--- src/rtl/run_ctrl.sv ---
// run_ctrl: execution sequencer for the EnDMe core.
// Holds the core in reset while idle, primes it on start, gates each
// instruction through core_en (free-run or single-step), stops on halt or
// PC leaving the program, and faults when the watchdog count is reached.
//
// Handshake: core_en is a one-cycle strobe. Whenever it is high, the core
// executes exactly the instruction at instr_addr in that cycle. Every
// cycle with core_en high is counted in cycle_count. There is no
// backpressure from the core.
module run_ctrl #(
  parameter int ADDR_W = 16,
  parameter int CYC_W  = 16,
  parameter logic [CYC_W-1:0] TIMEOUT = 16'hFFFF
) (
  input  logic              CLK,
  input  logic              RESET,
  input  logic              start,
  input  logic              abort,
  input  logic              step_mode,
  input  logic              step,
  input  logic              halt,
  input  logic [ADDR_W-1:0] instr_addr,
  input  logic [ADDR_W-1:0] prog_len,
  output logic              core_reset,
  output logic              core_en,
  output logic              busy,
  output logic              done,
  output logic              timeout,
  output logic [CYC_W-1:0]  cycle_count,
  output logic [2:0]        dbg_state_o
);

  typedef enum logic [2:0] {
    S_IDLE  = 3'd0,
    S_PRIME = 3'd1,
    S_RUN   = 3'd2,
    S_DONE  = 3'd3,
    S_FAULT = 3'd4
  } state_e;

  state_e           state_q, state_d;
  logic [CYC_W-1:0] cnt_q, cnt_d;
  logic             step_q;

  logic term;
  logic step_rise;
  logic want;
  logic at_limit;

  // Run-stop and step-request decode, shared by core_en and next-state.
  always_comb begin
    term      = halt | (instr_addr >= prog_len);
    step_rise = step & ~step_q;
    want      = step_mode ? step_rise : 1'b1;
    at_limit  = (cnt_q == TIMEOUT);
  end

  // Mealy instruction gate: a terminating instruction is never executed.
  assign core_en = (state_q == S_RUN) & want & ~term & ~at_limit;

  // Next-state and instruction counter.
  always_comb begin
    state_d = state_q;
    cnt_d   = cnt_q;
    case (state_q)
      S_IDLE: begin
        if (start && !abort) state_d = S_PRIME;
      end
      S_PRIME: begin
        if (abort) state_d = S_IDLE;
        else       state_d = S_RUN;
      end
      S_RUN: begin
        if (core_en) cnt_d = cnt_q + CYC_W'(1);
        if (abort)                 state_d = S_IDLE;
        else if (term)             state_d = S_DONE;
        else if (want && at_limit) state_d = S_FAULT;
      end
      S_DONE, S_FAULT: begin
        if (abort)      state_d = S_IDLE;
        else if (start) state_d = S_PRIME;
      end
      default: state_d = S_IDLE;
    endcase
    // Every new run starts counting from zero, visible already in PRIME.
    if (state_d == S_PRIME) cnt_d = '0;
  end

  // State, counter and step-edge registers.
  always_ff @(posedge CLK or posedge RESET) begin
    if (RESET) begin
      state_q <= S_IDLE;
      cnt_q   <= '0;
      step_q  <= 1'b0;
    end else begin
      state_q <= state_d;
      cnt_q   <= cnt_d;
      step_q  <= step;
    end
  end

  // Status outputs decoded from registered state only.
  assign core_reset  = (state_q == S_IDLE) | (state_q == S_PRIME);
  assign busy        = (state_q == S_PRIME) | (state_q == S_RUN);
  assign done        = (state_q == S_DONE);
  assign timeout     = (state_q == S_FAULT);
  assign cycle_count = cnt_q;
  assign dbg_state_o = state_q;

endmodule

--- config.mk ---
export PLATFORM = sky130hd
export DESIGN_NAME = run_ctrl
export DESIGN_NICKNAME = d
export VERILOG_FILES = /design/src/rtl/run_ctrl.sv
export SDC_FILE = /design/constraint.sdc
export NUM_CORES = 1
export LEC_CHECK = 0
export ABC_AREA = 1
export ABC_CLOCK_PERIOD_IN_PS = 2000
export BUFFER_PORTS_ARGS = -buffer_cell sky130_fd_sc_hd__buf_2
export CORE_MARGIN = 2
export CORE_UTILIZATION = 30
export CTS_CLUSTER_SIZE = 28
export DETAILED_ROUTE_END_ITERATION = 12
export SLEW_MARGIN = 10
export SYNTH_ARGS = -nofsm -noshare
export SYNTH_HDL_FRONTEND = slang
export SYNTH_SLANG_ARGS = --single-unit
--- constraint.sdc ---
create_clock -name CLK -period 2 [get_ports CLK]
set_input_delay 0.3 -clock CLK [delete_from_list [all_inputs] [get_ports CLK]]
set_output_delay 0.3 -clock CLK [all_outputs]
set_load 0.02 [all_outputs]
**Word level (Yosys, flattened, before mapping)**

Cells that the tools add are included.

- Bits in registers: 20
- Input port bits: 39
- Output and inout bits: 24
- Logic and storage cells: 41

- $add $sub $neg: 1
- Order comparisons: 1
- Eq/ne operators: 6
- Mux-type cells: 12
- Bitwise operators: 10
- Reductions and logical operators: 8

Operators by type and width:

| operator | count |
|---|---|
| $mux W16 | 3 |
| $mux W3 | 6 |
| $add A16 B1 Y16 const B | 1 |
| $eq A16 B16 Y1 const B | 1 |
| $ge A16 B16 Y1 | 1 |
| $pmux W3 S4 | 1 |
| $eq A3 B1 Y1 const B | 2 |
| $eq A3 B2 Y1 const B | 2 |
| $and A1 B1 Y1 | 4 |
| $reduce_bool A2 Y1 | 2 |
| $eq A3 B3 Y1 const B | 1 |
| $logic_not A3 Y1 | 1 |
| $not A1 Y1 | 3 |
| $or A1 B1 Y1 | 3 |
| $logic_and A1 B1 Y1 | 2 |
| $mux W2 | 1 |
| $reduce_and A2 Y1 | 1 |
| $reduce_or A2 Y1 | 1 |
| $logic_not A1 Y1 | 1 |
| $mux W1 | 1 |

**Longest topological paths before layout**

- Word-level depth: 11
- Gate-level depth with buffers: 17
- Mapped depth without buffers: 16

**Worst setup path after synthesis**

No wires, ideal clock.

- Path type: register to register
- From: reg cnt_q[0], in the netlist cycle_count[0]
- To: reg cnt_q[10], in the netlist cycle_count[10]
- Library setup time: 0.119 ns
- Data arrival time: 1.720 ns
- Data required time: 1.881 ns
- Setup slack: 0.161 ns
- Cell stages (with the launch flop): 14
- Path buffers: 1
- Period minus slack after synthesis: 1.839 ns
- Path through: dfrtp_1 ha_1 nand2_1 inv_2 nand2_1 nor2_1 nand3_1 nand2_1 nand3_1 nand2_2 nand2_4 nor2_8 buf_12 nor2_2

- Longest elaborated chain between the ends: 9
- Elaborated cells between the ends (all ways): 16
- Classes of those cells: 1 x add/sub; 2 x eq/ne; 7 x mux; 2 x bitwise; 4 x reduce/logical

RTL lines:

| what | RTL line | source |
|---|---|---|
| start: declaration | 42 | `logic [CYC_W-1:0] cnt_q, cnt_d;` |
| start signal: assignment | 97 | `cnt_q <= cnt_d;` |
| $eq A16 B16 Y1 (*) | 55 | `at_limit = (cnt_q == TIMEOUT);` |
| $logic_and A1 B1 Y1 (*) | 77 | `else if (want && at_limit) state_d = S_FAULT;` |
| $mux W3 (*) | 77 |  |
| $mux W3 (*) | 76 | `else if (term) state_d = S_DONE;` |
| $mux W3 (*) | 75 | `if (abort) state_d = S_IDLE;` |
| $pmux W3 S4 (*) | 65 | `case (state_q)` |
| named net state_d[1] | 41 | `state_e state_q, state_d;` |
| $eq A3 B1 Y1 (*) | 86 | `if (state_d == S_PRIME) cnt_d = '0;` |
| $reduce_bool A2 Y1 (no source line) | -- |  |
| $reduce_and A2 Y1 (no source line) | -- |  |

The timed path passes the listed nets; every way through them passes the cells marked *. The select of a mux whose other input is x is not followed.
A chain may end at the register's enable or synchronous reset.

**Worst setup path after layout**

- From: in instr_addr[15]
- To: out core_en

- Longest elaborated chain between the ends: 5

RTL lines:

| what | RTL line | source |
|---|---|---|
| start: declaration | 22 | `input logic [ADDR_W-1:0] instr_addr,` |
| $ge A16 B16 Y1 | 52 | `term = halt \| (instr_addr >= prog_len);` |
| $or A1 B1 Y1 | 52 |  |
| $not A1 Y1 | 59 | `assign core_en = (state_q == S_RUN) & want & ~term & ~at_limit;` |
| $and A1 B1 Y1 (2 in series) | 59 |  |
| end: declaration | 25 | `output logic core_en,` |

No other way between the ends.

==> metrics list <==
- Data on the critical path arrives at its endpoint at 1580 ps.
- Broken down by cell family, the worst path's largest delay share belongs to simple AND/OR/NAND/NOR gates.
* Slew at the pin closest to its max-slew limit: 320 ps
- The number of nets in the synthesized netlist is 291.
- Area grow syn2layout: 30.4%
- Initial antenna violation count: 0
- Die H: 79.6 µm
* Routed via count: 1654
* CTS tree: yes
* Routed wire per std cell: 10.2 µm
- Final antenna-violating net count: 0
- Count of different cell masters after synthesis: 27
- After the first detailed-routing iteration, the DRC count stood at 98.
- Summing all multi-input logic gate instances after layout gives 0.00102 mm².
* Stage delay of the slowest cell on the critical path: 310 ps
* Inserted Clock Buffers: 3
* Vias in the first global route: 1550
* Worst setup skew after layout: 1.36 ps
- Maximum fanout count along the critical path: 4
- Share of the synthesized area in compound gates (AO/OA/AOI/OAI): 0.0547
- In this run the clock root is driven by a sky130_fd_sc_hd__clkbuf_8.
- Worst flop-to-flop path startpoint: cycle_count[1]
* Num rows: 27
- Starting Density: 0.312
- Adding up every negative setup slack in the final design gives 0 ps.
- The die covers 0.00634 mm².
- The critical path goes through buf_2 -> ha_1 -> nand2_1 -> nand2_1 -> o21bai_1 -> nor2_2 -> nand3_2 -> inv_4 -> buf_4.
- In this run the number of H-tree levels came out at 1.
* Crit path capture type: output pin
* DRC: 0
* Wire length of the first global-routing pass: 6470 µm
* Synth area leaders: sky130_fd_sc_hd__dfrtp_1, sky130_fd_sc_hd__ha_1, sky130_fd_sc_hd__nand2_1
* Largest area contributor in the netlist: sky130_fd_sc_hd__dfrtp_1
- Classification of the worst-slack hold path: input pin to asynchronous set/reset pin
- After clock tree synthesis, the clock-pin slew on the worst setup and hold paths is 80 ps.
* Number of maximum-capacitance constraint violations: 0
- Routed wire length: 3880 µm
- Detailed-routing iteration count for the pre-antenna-repair pass: 4
- In this run the critical register-to-register path is captured at cycle_count[6].
- Of the post-synthesis cell area, the part taken by muxes is 0.
* HPWL Detailed: 3220 µm
- Critical path startpoint category: input pin
* Worst skew pair latency: 260 ps
- Registers take 500 µm².
- Xor-xnor portion of the synthesized cell area: 0.0612
- Synthesis handed over a netlist of 235 instances.
- In the global route stage, overall resource usage came out at 0.127.
* Largest net degree at the start of global routing: 21
- No sink is reached through more buffers than the 2 on the longest clock path.
- In the final design database the tool counted 367 nets.
- Setup repair after global routing left no endpoint under its margin.
- By area, the combinational part of the netlist is dominated by simple AND/OR/NAND/NOR gates.
* Post-synthesis instance area: 0.00172 mm²
* Peak ir drop on the vdd network: 0.217 mV
- A synthesized cell averages 7.30 µm².
- Total count of hold-check failures in the final report: 0
* Worst setup margin: 117 ps
- Number of sinks on the clock net: 20
- Maximum clock rate: 531 MHz
- Fraction of synthesized cell area taken by the top area cell type: 0.292
- The die is 79.6 µm wide.
- Power spread over the standard cell area amounts to 449 mW/mm².
- The repair_antennas step left the layout with diodes totalling 0.
- Register-to-register path setup slack: 170 ps
* Via count normalized by instance count: 4.33
- In this run, synthesis produced a sequential element count of 20.
* Worst R2R Path Depth: 12
* Port buffer count: 62
* Count of pins on the block boundary: 63
- Fraction of the yosys area taken by sequential cells: 0.292
* Cts hold-fix bufs: 0
- Pre-CTS setup slack: 10.4 ps
* Fraction of final layout cells sized beyond drive strength 1: 0.355
- Most common cell type on the critical path: sky130_fd_sc_hd__nand2_1
- Slew Limit Headroom: 0.785
* Synth Area in Adders: 0.124
- The total area inside the core boundary comes to 0.00551 mm².
- The slowest stage of the critical path is the sky130_fd_sc_hd__ha_1 cell.
- Counting the fill cells in the layout gives 571.
* Fin crit share: 0.941
- Remaining Overflow, GRT: 0
- Setup violations remaining at the end of the flow were counted as 0.
- The run finished with clean final reports.
* Fin crit period: 1880 ps
- The critical path contains buffers and inverters numbering 3 combined.
- Data on the critical path is required at its endpoint by 1700 ps.
- Of the total synthesized cell area, the portion taken by AND, OR, NAND and NOR gates is 0.350.
- Summed over all cells, the static leakage comes to 1.24 nW.
- The critical path in this run is classified as input pin to output pin.
* Pins over their slew limit: 0
- Count of warnings emitted by yosys: 0
- Routability-driven placement finished with a final weighted congestion of 0.815.
power by group:
part           internal [mW]  leakage (nW)  total, mW  switching (mW)
registers              0.414         0.275      0.425          0.0117
clock network          0.175        0.0288      0.313           0.138
logic                  0.114         0.940      0.267           0.154
metal layers:
layer | vias to the layer above | track usage | routed length, µm
met5 | - | 0 | 0
met4 | 0 | 0.0379 | 35
met3 | 4 | 0.0181 | 211
met2 | 39 | 0.224 | 1860
met1 | 732 | 0.159 | 1780
li1 | 879 | - | -
cells in the mapped netlist:
cell	count
sky130_fd_sc_hd__ha_1	17
sky130_fd_sc_hd__nand3_2	1
sky130_fd_sc_hd__a21oi_1	8
sky130_fd_sc_hd__nand4_1	6
sky130_fd_sc_hd__nand2_1	52
sky130_fd_sc_hd__nand2_2	3
sky130_fd_sc_hd__a21oi_2	1
sky130_fd_sc_hd__o21bai_1	2
sky130_fd_sc_hd__nor2_4	3
sky130_fd_sc_hd__buf_12	1
sky130_fd_sc_hd__nand2_4	1
sky130_fd_sc_hd__inv_2	5
sky130_fd_sc_hd__o22ai_1	1
sky130_fd_sc_hd__nor2_2	14
sky130_fd_sc_hd__nor3b_1	1
sky130_fd_sc_hd__nand3_1	12
sky130_fd_sc_hd__nor3_4	1
sky130_fd_sc_hd__dfrtp_1	20
sky130_fd_sc_hd__inv_1	41
sky130_fd_sc_hd__nor2_8	1
sky130_fd_sc_hd__nor3_1	1
sky130_fd_sc_hd__o21ai_1	3
sky130_fd_sc_hd__nor2_1	26
sky130_fd_sc_hd__xnor2_1	6
sky130_fd_sc_hd__xor2_1	6
sky130_fd_sc_hd__buf_6	1
sky130_fd_sc_hd__o2111ai_1	1
kinds of logic (layout without fill, tap and decap cells):
| group | Yosys count | in the layout |
|---|---|---|
| simple gates | 122 | 122 |
| flops | 20 | 20 |
| fa+ha+maj | 17 | 17 |
| compound gates | 16 | 16 |
| xor+xnor | 12 | 12 |
| buf+inv | 48 | 123 |
flip-flops by register name, summed over array words and instances (netlist names):
register,cells
cycle_count,16
dbg_state_o,3
step_q,1
stage by stage:
stage               cells  hold WS [ps]  utilization  total power, mW  instance area, µm²
global placement      375           344        0.390            0.699                2150
CTS                   381          61.8        0.403             1.02                2220
detailed placement    375           347        0.390            0.700                2150
global route          382          83.2        0.406             1.07                2240
finish                382          50.9        0.406             1.01                2240
floorplan             235           264            -            0.612                1720
tightest hold or removal path, delay by kind of cell:
| kind | cells | cell delay [ps] |
|---|---|---|
| buf+inv | 3 | 390 |
cell type report:
type,instances,area share
clock buffers,4,0.0246
repair buffers,73,0.177
flip-flops and latches,20,0.224
multi-input cells,167,0.457
inverters,46,0.0783
well taps,72,0.0402
cells in the final DEF, fill, tap and decap left out:
master                       n
sky130_fd_sc_hd__nor2_4      3
sky130_fd_sc_hd__nor3_1      1
sky130_fd_sc_hd__inv_2       4
sky130_fd_sc_hd__nor3b_1     1
sky130_fd_sc_hd__nor2_1     25
sky130_fd_sc_hd__o21bai_1    2
sky130_fd_sc_hd__o21ai_1     3
sky130_fd_sc_hd__nand2_2     3
sky130_fd_sc_hd__buf_4      12
sky130_fd_sc_hd__dfrtp_1    20
sky130_fd_sc_hd__ha_1       16
sky130_fd_sc_hd__xnor2_1     6
sky130_fd_sc_hd__nor2_8      1
sky130_fd_sc_hd__nand2_1    52
sky130_fd_sc_hd__a21oi_1     8
sky130_fd_sc_hd__xor2_1      6
sky130_fd_sc_hd__nand3_2     2
sky130_fd_sc_hd__o2111ai_1   1
sky130_fd_sc_hd__buf_2      61
sky130_fd_sc_hd__inv_1      41
sky130_fd_sc_hd__nand2_4     1
sky130_fd_sc_hd__o22ai_1     1
sky130_fd_sc_hd__clkbuf_8    4
sky130_fd_sc_hd__nand4_1     6
sky130_fd_sc_hd__nand3_1    11
sky130_fd_sc_hd__inv_4       1
sky130_fd_sc_hd__nor2_2     15
sky130_fd_sc_hd__ha_2        1
sky130_fd_sc_hd__nor3_4      1
sky130_fd_sc_hd__a21oi_2     1
worst max-delay path by stage:
stage / from / to / cells after the start
global placement: instr_addr[15] / core_en / 9
detailed placement: instr_addr[15] / cycle_count[11] / 11
CTS: cycle_count[1] / core_en / 9
global route: prog_len[5] / core_en / 13
floorplan: cycle_count[0] / cycle_count[10] / 13
finish: instr_addr[15] / core_en / 9
timing repair:
| action | CTS | global route |
|---|---|---|
| buffers inserted | 2 | 1 |
| pin swaps | 1 | 1 |
| endpoints found under the setup margin | 1 | 15 |
| gates resized for setup | 1 | 4 |
Note: power is estimated with default switching activity, not from simulation.
